`src/rtl/seven_seg_scanner.sv`:
```
// seven_seg_scanner: 4-digit multiplexed active-low 7-segment driver with frame-synchronous double buffering (clk, rst async active-low; load/data/dp/blank in; pending, frame, an, seg, dp_n out)
module seven_seg_scanner #(
  parameter int unsigned DIGIT_CYCLES = 262144
) (
  input  logic        clk,
  input  logic        rst,
  input  logic        load,
  input  logic [15:0] data,
  input  logic [3:0]  dp,
  input  logic [3:0]  blank,
  output logic        pending,
  output logic        frame,
  output logic [3:0]  an,
  output logic [6:0]  seg,
  output logic        dp_n
);
  logic [31:0] cnt;
  logic [1:0]  ptr;
  logic        tc;
  logic [15:0] stg_data, disp_data;
  logic [3:0]  stg_dp, stg_blank, disp_dp, disp_blank;
  logic [3:0]  nib;
  logic [6:0]  hex;
  assign tc = cnt == DIGIT_CYCLES - 1;
  assign frame = tc && ptr == 2'd3;
  assign nib = disp_data[{ptr, 2'b00} +: 4];
  always_comb begin
    hex = 7'h7F;
    case (nib)
      4'h0: hex = 7'h40;
      4'h1: hex = 7'h79;
      4'h2: hex = 7'h24;
      4'h3: hex = 7'h30;
      4'h4: hex = 7'h19;
      4'h5: hex = 7'h12;
      4'h6: hex = 7'h02;
      4'h7: hex = 7'h78;
      4'h8: hex = 7'h00;
      4'h9: hex = 7'h10;
      4'hA: hex = 7'h08;
      4'hB: hex = 7'h03;
      4'hC: hex = 7'h46;
      4'hD: hex = 7'h21;
      4'hE: hex = 7'h06;
      4'hF: hex = 7'h0E;
      default: hex = 7'h7F;
    endcase
  end
  always_ff @(posedge clk or negedge rst)
    if (!rst) begin
      cnt        <= '0;
      ptr        <= '0;
      stg_data   <= '0;
      stg_dp     <= '0;
      stg_blank  <= 4'hF;
      disp_data  <= '0;
      disp_dp    <= '0;
      disp_blank <= 4'hF;
      pending    <= 1'b0;
      an         <= 4'hF;
      seg        <= 7'h7F;
      dp_n       <= 1'b1;
    end else begin
      cnt <= tc ? '0 : cnt + 32'd1;
      if (tc) ptr <= ptr + 2'd1;
      // display takes the old staging even when a load lands on the same boundary
      if (frame && pending) begin
        disp_data  <= stg_data;
        disp_dp    <= stg_dp;
        disp_blank <= stg_blank;
      end
      if (load) begin
        stg_data  <= data;
        stg_dp    <= dp;
        stg_blank <= blank;
      end
      pending <= load | (pending & ~frame);
      an      <= disp_blank[ptr] ? 4'hF : ~(4'b0001 << ptr);
      seg     <= disp_blank[ptr] ? 7'h7F : hex;
      dp_n    <= disp_blank[ptr] | ~disp_dp[ptr];
    end
endmodule

```
`config.mk`:
```
export PLATFORM = sky130hd
export DESIGN_NAME = seven_seg_scanner
export DESIGN_NICKNAME = d
export VERILOG_FILES = /design/src/rtl/seven_seg_scanner.sv
export SDC_FILE = /design/constraint.sdc
export NUM_CORES = 1
export LEC_CHECK = 0
export ABC_CLOCK_PERIOD_IN_PS = 3450
export CAP_MARGIN = 20
export CORE_MARGIN = 2
export CORE_UTILIZATION = 47
export DETAILED_ROUTE_END_ITERATION = 12
export PLACE_DENSITY_LB_ADDON = 0.2
export SLEW_MARGIN = 5
export SYNTH_ARGS = -nofsm -noshare
export SYNTH_HDL_FRONTEND = slang
export SYNTH_SLANG_ARGS = --single-unit
```
`constraint.sdc`:
```
create_clock -name clk -period 3.45 [get_ports clk]
set_clock_uncertainty 0.2 [all_clocks]
set_input_delay 0.5175 -clock clk [delete_from_list [all_inputs] [get_ports clk]]
set_output_delay 0.5175 -clock clk [all_outputs]
set_load 0.01 [all_outputs]
```
==> results of run 1 <==
kinds of logic (layout without fill, tap and decap cells):
| group | count (synthesis) | in the layout | share of synthesized area (%) |
|---|---|---|---|
| AO/OA/AOI/OAI | 21 | 21 | 3.32 |
| XOR/XNOR | 26 | 26 | 5.39 |
| adder cells (fa/ha/maj) | 11 | 11 | 3.26 |
| buffers and inverters | 24 | 79 | 2.70 |
| flip-flops | 95 | 95 | 56.9 |
| multiplexers | 59 | 59 | 17.0 |
| AND/OR/NAND/NOR | 86 | 86 | 11.5 |
critical path, delay by kind of cell (launching register included):
| family | cells | cell delay [ns] |
|---|---|---|
| and+or+nand+nor | 3 | 0.98 |
| buffers and inverters | 1 | 0.58 |
| adders and majority gates | 1 | 0.21 |
| DFF | 1 | 0.39 |
timing repair:
action,4_1_cts,5_1_grt
hold buffers,0,1
setup endpoints to repair,0,1
hold endpoints to repair,0,33
resized for setup,0,4
metrics by stage:
step	utilization [%]	worst slack, ns	total power (uW)	area, sq um	cells
after global placement	54.5	0.462	1270	4750	467
after global routing	57.3	0.0328	2060	5000	485
after CTS	56.7	0.0394	2000	4950	483
after detailed placement	54.5	0.451	1270	4750	467
final	57.3	0.208	1970	5000	485
after floorplan	-	0.794	1210	4220	322
Yosys cell counts, types with 2 or more instances:
cell type | n | area (sq um)
or3_1 | 2 | 12.5
buf_6 | 3 | 33.8
nor2b_1 | 3 | 18.8
mux2_2 | 49 | 552
o221ai_1 | 5 | 43.8
mux4_2 | 5 | 113
xnor2_1 | 19 | 166
a211oi_1 | 2 | 15.0
or2_2 | 2 | 12.5
nand2b_1 | 2 | 12.5
nor3_1 | 6 | 30.0
mux2i_1 | 4 | 40.0
xor2_1 | 7 | 61.3
dfrtp_1 | 75 | 1880
and3_1 | 2 | 12.5
and4_1 | 4 | 35.0
nand3_1 | 13 | 65.1
ha_1 | 11 | 138
nor2_1 | 12 | 45.0
nand2_1 | 15 | 56.3
o21ai_0 | 5 | 25.0
dfstp_2 | 20 | 526
inv_1 | 12 | 45.0
nand4_1 | 10 | 62.6
a21oi_1 | 5 | 25.0
or4_1 | 2 | 15.0
clkbuf_1 | 8 | 30.0
nor4_1 | 8 | 50.1
sequential cells by signal, indices dropped and copies added (netlist names):
| name | flops |
|---|---|
| disp_dp | 4 |
| dp_n | 1 |
| stg_data | 16 |
| disp_blank | 4 |
| ptr | 2 |
| cnt | 32 |
| an | 4 |
| pending | 1 |
| stg_blank | 4 |
| disp_data | 16 |
| stg_dp | 4 |
| seg | 7 |
per-layer routing:
| metal | up-vias | wire, um |
|---|---|---|
| li1 | 1251 | - |
| met1 | 1293 | 3430 |
| met2 | 42 | 3360 |
| met4 | 0 | 167 |
| met5 | - | 0 |
| met3 | 12 | 178 |
worst max path at each step:
| stage | from | to | cells past startpoint |
|---|---|---|---|
| 6_report | cnt[0] | frame | 5 |
| 5_1_grt | cnt[0] | frame | 5 |
| 4_1_cts | cnt[0] | frame | 5 |
| 3_5_place_dp | cnt[0] | frame | 5 |
| 3_3_place_gp | cnt[0] | frame | 5 |
| 2_1_floorplan | cnt[0] | disp_data[0] | 7 |
area by class of cell:
cell class | instances | area share (%)
Tap cell | 108 | 2.70
Multi-Input combinational cell | 203 | 34.6
Sequential cell | 95 | 48.0
Clock buffer | 9 | 2.48
Clock inverter | 7 | 1.40
Inverter | 12 | 0.901
Timing Repair Buffer | 51 | 9.91
power by group through the flow:
| stage | combinational (uW) | sequential [uW] | clock, uW |
|---|---|---|---|
| global route | 102 | 1160 | 792 |
| global placement | 88.9 | 1180 | 0 |
| finish | 91.8 | 1160 | 723 |
| CTS | 91.2 | 1160 | 746 |
| floorplan | 34.5 | 1170 | 0 |
| detailed placement | 91.1 | 1180 | 0 |
==> impl_metrics.yaml, run 1 <==
status:
  status: "finished clean"
worst_setup_path:
  worst_setup_path_start_kind: "flop"
  critPathMaxStageDelay_ns: 0.58
  path_max_fanout: 5
  r2r_end: "disp_dp[3]"
  critical_path.cell_chain: "ha_1, nand3_2, or4_4, nor4_4, clkdlybuf4s50_1"
  slowest_stage: "clkdlybuf4s50_1"
  rrSetupSlack_ns: 0.65
  timing.rr.start: "cnt[0]"
  cp.required_ns: 2.73
  worstSetupEndpointType: "primary output"
  crit_arrival_ns: 2.52
  crit_type: "flop to primary output"
  r2r_cells: 7
clock_tree:
  cts-htree-levels: 3
  cts_buffers: 9
  cts_root_buf: "clkbuf_8"
  clk_pin_slew_ns: 0.10
  cts_tree: "done"
  cts_setup_buffers: 0
  cts_max_path_buffers: 2
  clk_latency_ns: 0.37
  clkSinkCount: 95
power_and_ir_drop:
  p_int_uw: 1490
  irDropWorstVdd_v: 0.000196
  swShare_pct: 24.7
  power_frac_seq_pct: 58.7
  p_switching_uw: 488
  power.leakage_uw: 0.00214
  pwr_density_cell_nw_per_um2: 395
  p_clk_share_pct: 36.6
  p_comb_share_pct: 4.7
sta:
  relSlewSlack_pct: 32.9
  period_minus_slack_ns: 3.24
  hold_ws_ns: 0.280
  finalSetupTns_ns: 0
  fin_crit_sh_pct: 94.0
  hold_violations: 0
  rsz0062_at_grt: "false"
  worst-slew-pin-transition_ns: 0.998
  drv_slew: 0
  max_freq_mhz: 308
  setup_viol: 0
worst_hold_path:
  min_path_cells: 1
  hp-class: "flop to flop"
  hold-path-endpoint: "cnt[10]"
  min_from: "cnt[10]"
placement:
  gp_congestion: 0.756
  io_buffers: 40
  hpwlAfterDp_mm: 4.72
finish:
  regArea_sq_um: 2400
  multiInputGateArea_sq_um: 1730
  num_antenna_cells: 0
  syn_to_final_growth_pct: 18.5
  final_common_cell: "dfrtp_1"
  fillers: 693
  most-common-layout-cells: "dfrtp_1 (75), mux2_2 (49), clkdlybuf4s50_1 (39), dfstp_2 (20), xnor2_1 (19)"
  finalNetCount: 410
  drive_gt1_share_pct: 29.2
die:
  rows: 34
  fp.dieH_um: 98.8
  core_sq_um: 8720
  die_width_um: 98.8
  initial_utilization_pct: 48.4
  ioPinCount: 41
  die-area_sq_um: 9760
yosys:
  synth-seq-cells: 95
  synth-edff-count: 0
  ys_types: 39
  synth_fp_nets: 360
  synth-warning-count: 0
  synth_ff_type: "dfrtp_1"
  netlist_area_sq_um: 4220
  synthCells: 322
  syn_area_per_cell_sq_um: 13.1
  seq_area_frac_synth_pct: 56.9
  synthArstFlopShare_pct: 100
detailed_routing:
  drc: 0
  drtAntennaViolNets: 0
  routed_wl_mm: 7.14
  initialDrtViolationCount: 76
  avgViaCountPerCell: 5.36
  wl_per_cell_um: 14.7
  vias: 2598
  dr.pass1.iters: 4
grt:
  grt_max_degree: 90
  use_met1_pct: 22.5
  busiest_layer: "met2"
  antenna_found_initial: 0
  grt.total_usage_pct: 16.2
  use_met3_pct: 2.77
  grt_overflow: 0
  grt_pass1_wl_mm: 12.5
  grt_pass1_vias: 2584
  grt_use_met2_pct: 24.6
run:
  maxCapViolCount: 0
No activity file was read; power rests on OpenSTA's default activity.
==> inputs of run 2 (changes only) <==
Settings changed: CAP_MARGIN 20 to 10.
==> impl_metrics.yaml, run 2 (synthesis gave the netlist of run 1 again) <==
status:
  status: "finished clean"
finish:
  drive_gt1_share_pct: 29.1
  syn_to_final_growth_pct: 17.8
  largest_register_ff_count: 32
  num_antenna_cells: 0
  reg_top3: "cnt (32), disp_data (16), stg_data (16)"
  final_common_cell: "dfrtp_1"
  regMostFlops: "cnt"
  multiInputGateArea_sq_um: 1730
  regArea_sq_um: 2400
  most-common-layout-cells: "dfrtp_1 (75), mux2_2 (49), clkdlybuf4s50_1 (39), dfstp_2 (20), xnor2_1 (19)"
  fillers: 695
  finalNetCount: 408
clock_tree:
  cts_tree: "done"
  cts_max_path_buffers: 2
  clk_pin_slew_ns: 0.11
  cts_root_buf: "clkbuf_8"
  cts-htree-levels: 3
  cts_hold_buf: 0
  cts_buffers: 9
  cts_setup_buffers: 0
  clkSinkCount: 95
  clk_latency_ns: 0.37
worst_setup_path:
  crit_arrival_ns: 2.53
  critPathMaxStageDelay_ns: 0.58
  cp.required_ns: 2.73
  critPathBufInv: 1
  crit_type: "flop to primary output"
  path_max_fanout: 5
  worst_setup_path_start_kind: "flop"
  r2r_cells: 7
  r2r_end: "disp_dp[1]"
  rrSetupSlack_ns: 0.66
  cp_top_family: "simple AND/OR/NAND/NOR gates"
  critical_path.cell_chain: "ha_1, nand3_2, or4_4, nor4_4, clkdlybuf4s50_1"
  worstSetupEndpointType: "primary output"
  timing.rr.start: "cnt[0]"
  slowest_stage: "clkdlybuf4s50_1"
sta:
  rsz0062_at_grt: "false"
  period_minus_slack_ns: 3.24
  max_freq_mhz: 308
  drv_slew: 0
  finalSetupTns_ns: 0
  hold_violations: 0
  fin_crit_sh_pct: 94.0
  relSlewSlack_pct: 26.8
  fin_ws_ns: 0.206
  worst-slew-pin-transition_ns: 1.10
  setup_viol: 0
placement:
  io_buffers: 40
  gp_congestion: 0.756
  place_ws_ns: 0.451
  hpwlAfterDp_mm: 4.72
grt:
  grt.total_usage_pct: 16.2
  grt_pass1_wl_mm: 12.5
  grt_pass1_vias: 2584
  grt_max_degree: 90
  grt_overflow: 0
  antenna_found_initial: 0
die:
  rows: 34
  initial_utilization_pct: 48.4
  core_sq_um: 8720
  die-area_sq_um: 9760
  fp.dieH_um: 98.8
  die_width_um: 98.8
  ioPinCount: 41
detailed_routing:
  wl_per_cell_um: 14.7
  vias: 2605
  initialDrtViolationCount: 84
  avgViaCountPerCell: 5.39
  drtAntennaViolNets: 0
  drc: 0
  dr.pass1.iters: 4
  routed_wl_mm: 7.11
power_and_ir_drop:
  p_clk_share_pct: 36.8
  power_uw: 1970
  power_frac_seq_pct: 58.7
  p_switching_uw: 490
  power.leakage_uw: 0.00213
  p_comb_share_pct: 4.5
  irDropWorstVdd_v: 0.000198
  swShare_pct: 24.8
  p_int_uw: 1480
  pwr_density_cell_nw_per_um2: 397
run:
  maxCapViolCount: 0
worst_hold_path:
  hp-class: "input pin to asynchronous set/reset pin"
==> run 2: cell type report <==
class | count | area share (%)
Inverter | 12 | 0.906
Clock buffer | 9 | 2.49
Tap cell | 108 | 2.72
Sequential cell | 95 | 48.3
Multi-Input combinational cell | 203 | 34.8
Clock inverter | 7 | 1.41
Timing Repair Buffer | 49 | 9.36
==> run 2: timing repair <==
item,CTS,global route
endpoints found under the setup margin,0,1
resized for setup,0,4
endpoints found under the hold margin,0,0
==> run 2: worst max path at each step <==
stage	startpoint	end	slack, ns	cells after the start
after global routing	cnt[0]	frame	0.03	5
after floorplan	cnt[0]	disp_data[0]	0.79	7
final	cnt[0]	frame	0.21	5
after CTS	cnt[0]	frame	0.04	5
after global placement	cnt[0]	frame	0.46	5
after detailed placement	cnt[0]	frame	0.45	5
==> run 2: power by group through the flow <==
stage	clock (uW)	combinational, uW	sequential (uW)
global placement	0	88.9	1180
floorplan	0	34.5	1170
CTS	746	91.2	1160
global route	792	98.4	1160
detailed placement	0	91.1	1180
finish	726	88.1	1160
==> run 2: metrics by stage <==
stage / instance area [sq um] / hold slack (ns) / std cells / util [%]
2_1_floorplan: 4220 / 0.0219 / 322 / -
3_3_place_gp: 4750 / 0.265 / 467 / 54.5
3_5_place_dp: 4750 / 0.263 / 467 / 54.5
4_1_cts: 4950 / 0.191 / 483 / 56.7
5_1_grt: 4970 / 0.241 / 483 / 57.0
6_report: 4970 / 0.135 / 483 / 57.0
==> run 2: worst register-to-register path, delay by kind of cell (launching register included) <==
family        cells  cell delay, ns
flops             1            0.39
buf+inv           2            0.54
mux               1            0.38
fa+ha+maj         1            0.21
simple gates      3            0.96
==> run 2: metal layers <==
layer / GRT usage (%) / up-vias / wire (um)
met2: 24.6 / 44 / 3300
li1: - / 1252 / -
met3: 2.77 / 12 / 180
met1: 22.5 / 1297 / 3470
met4: 8.22 / 0 / 167
met5: 0 / - / 0
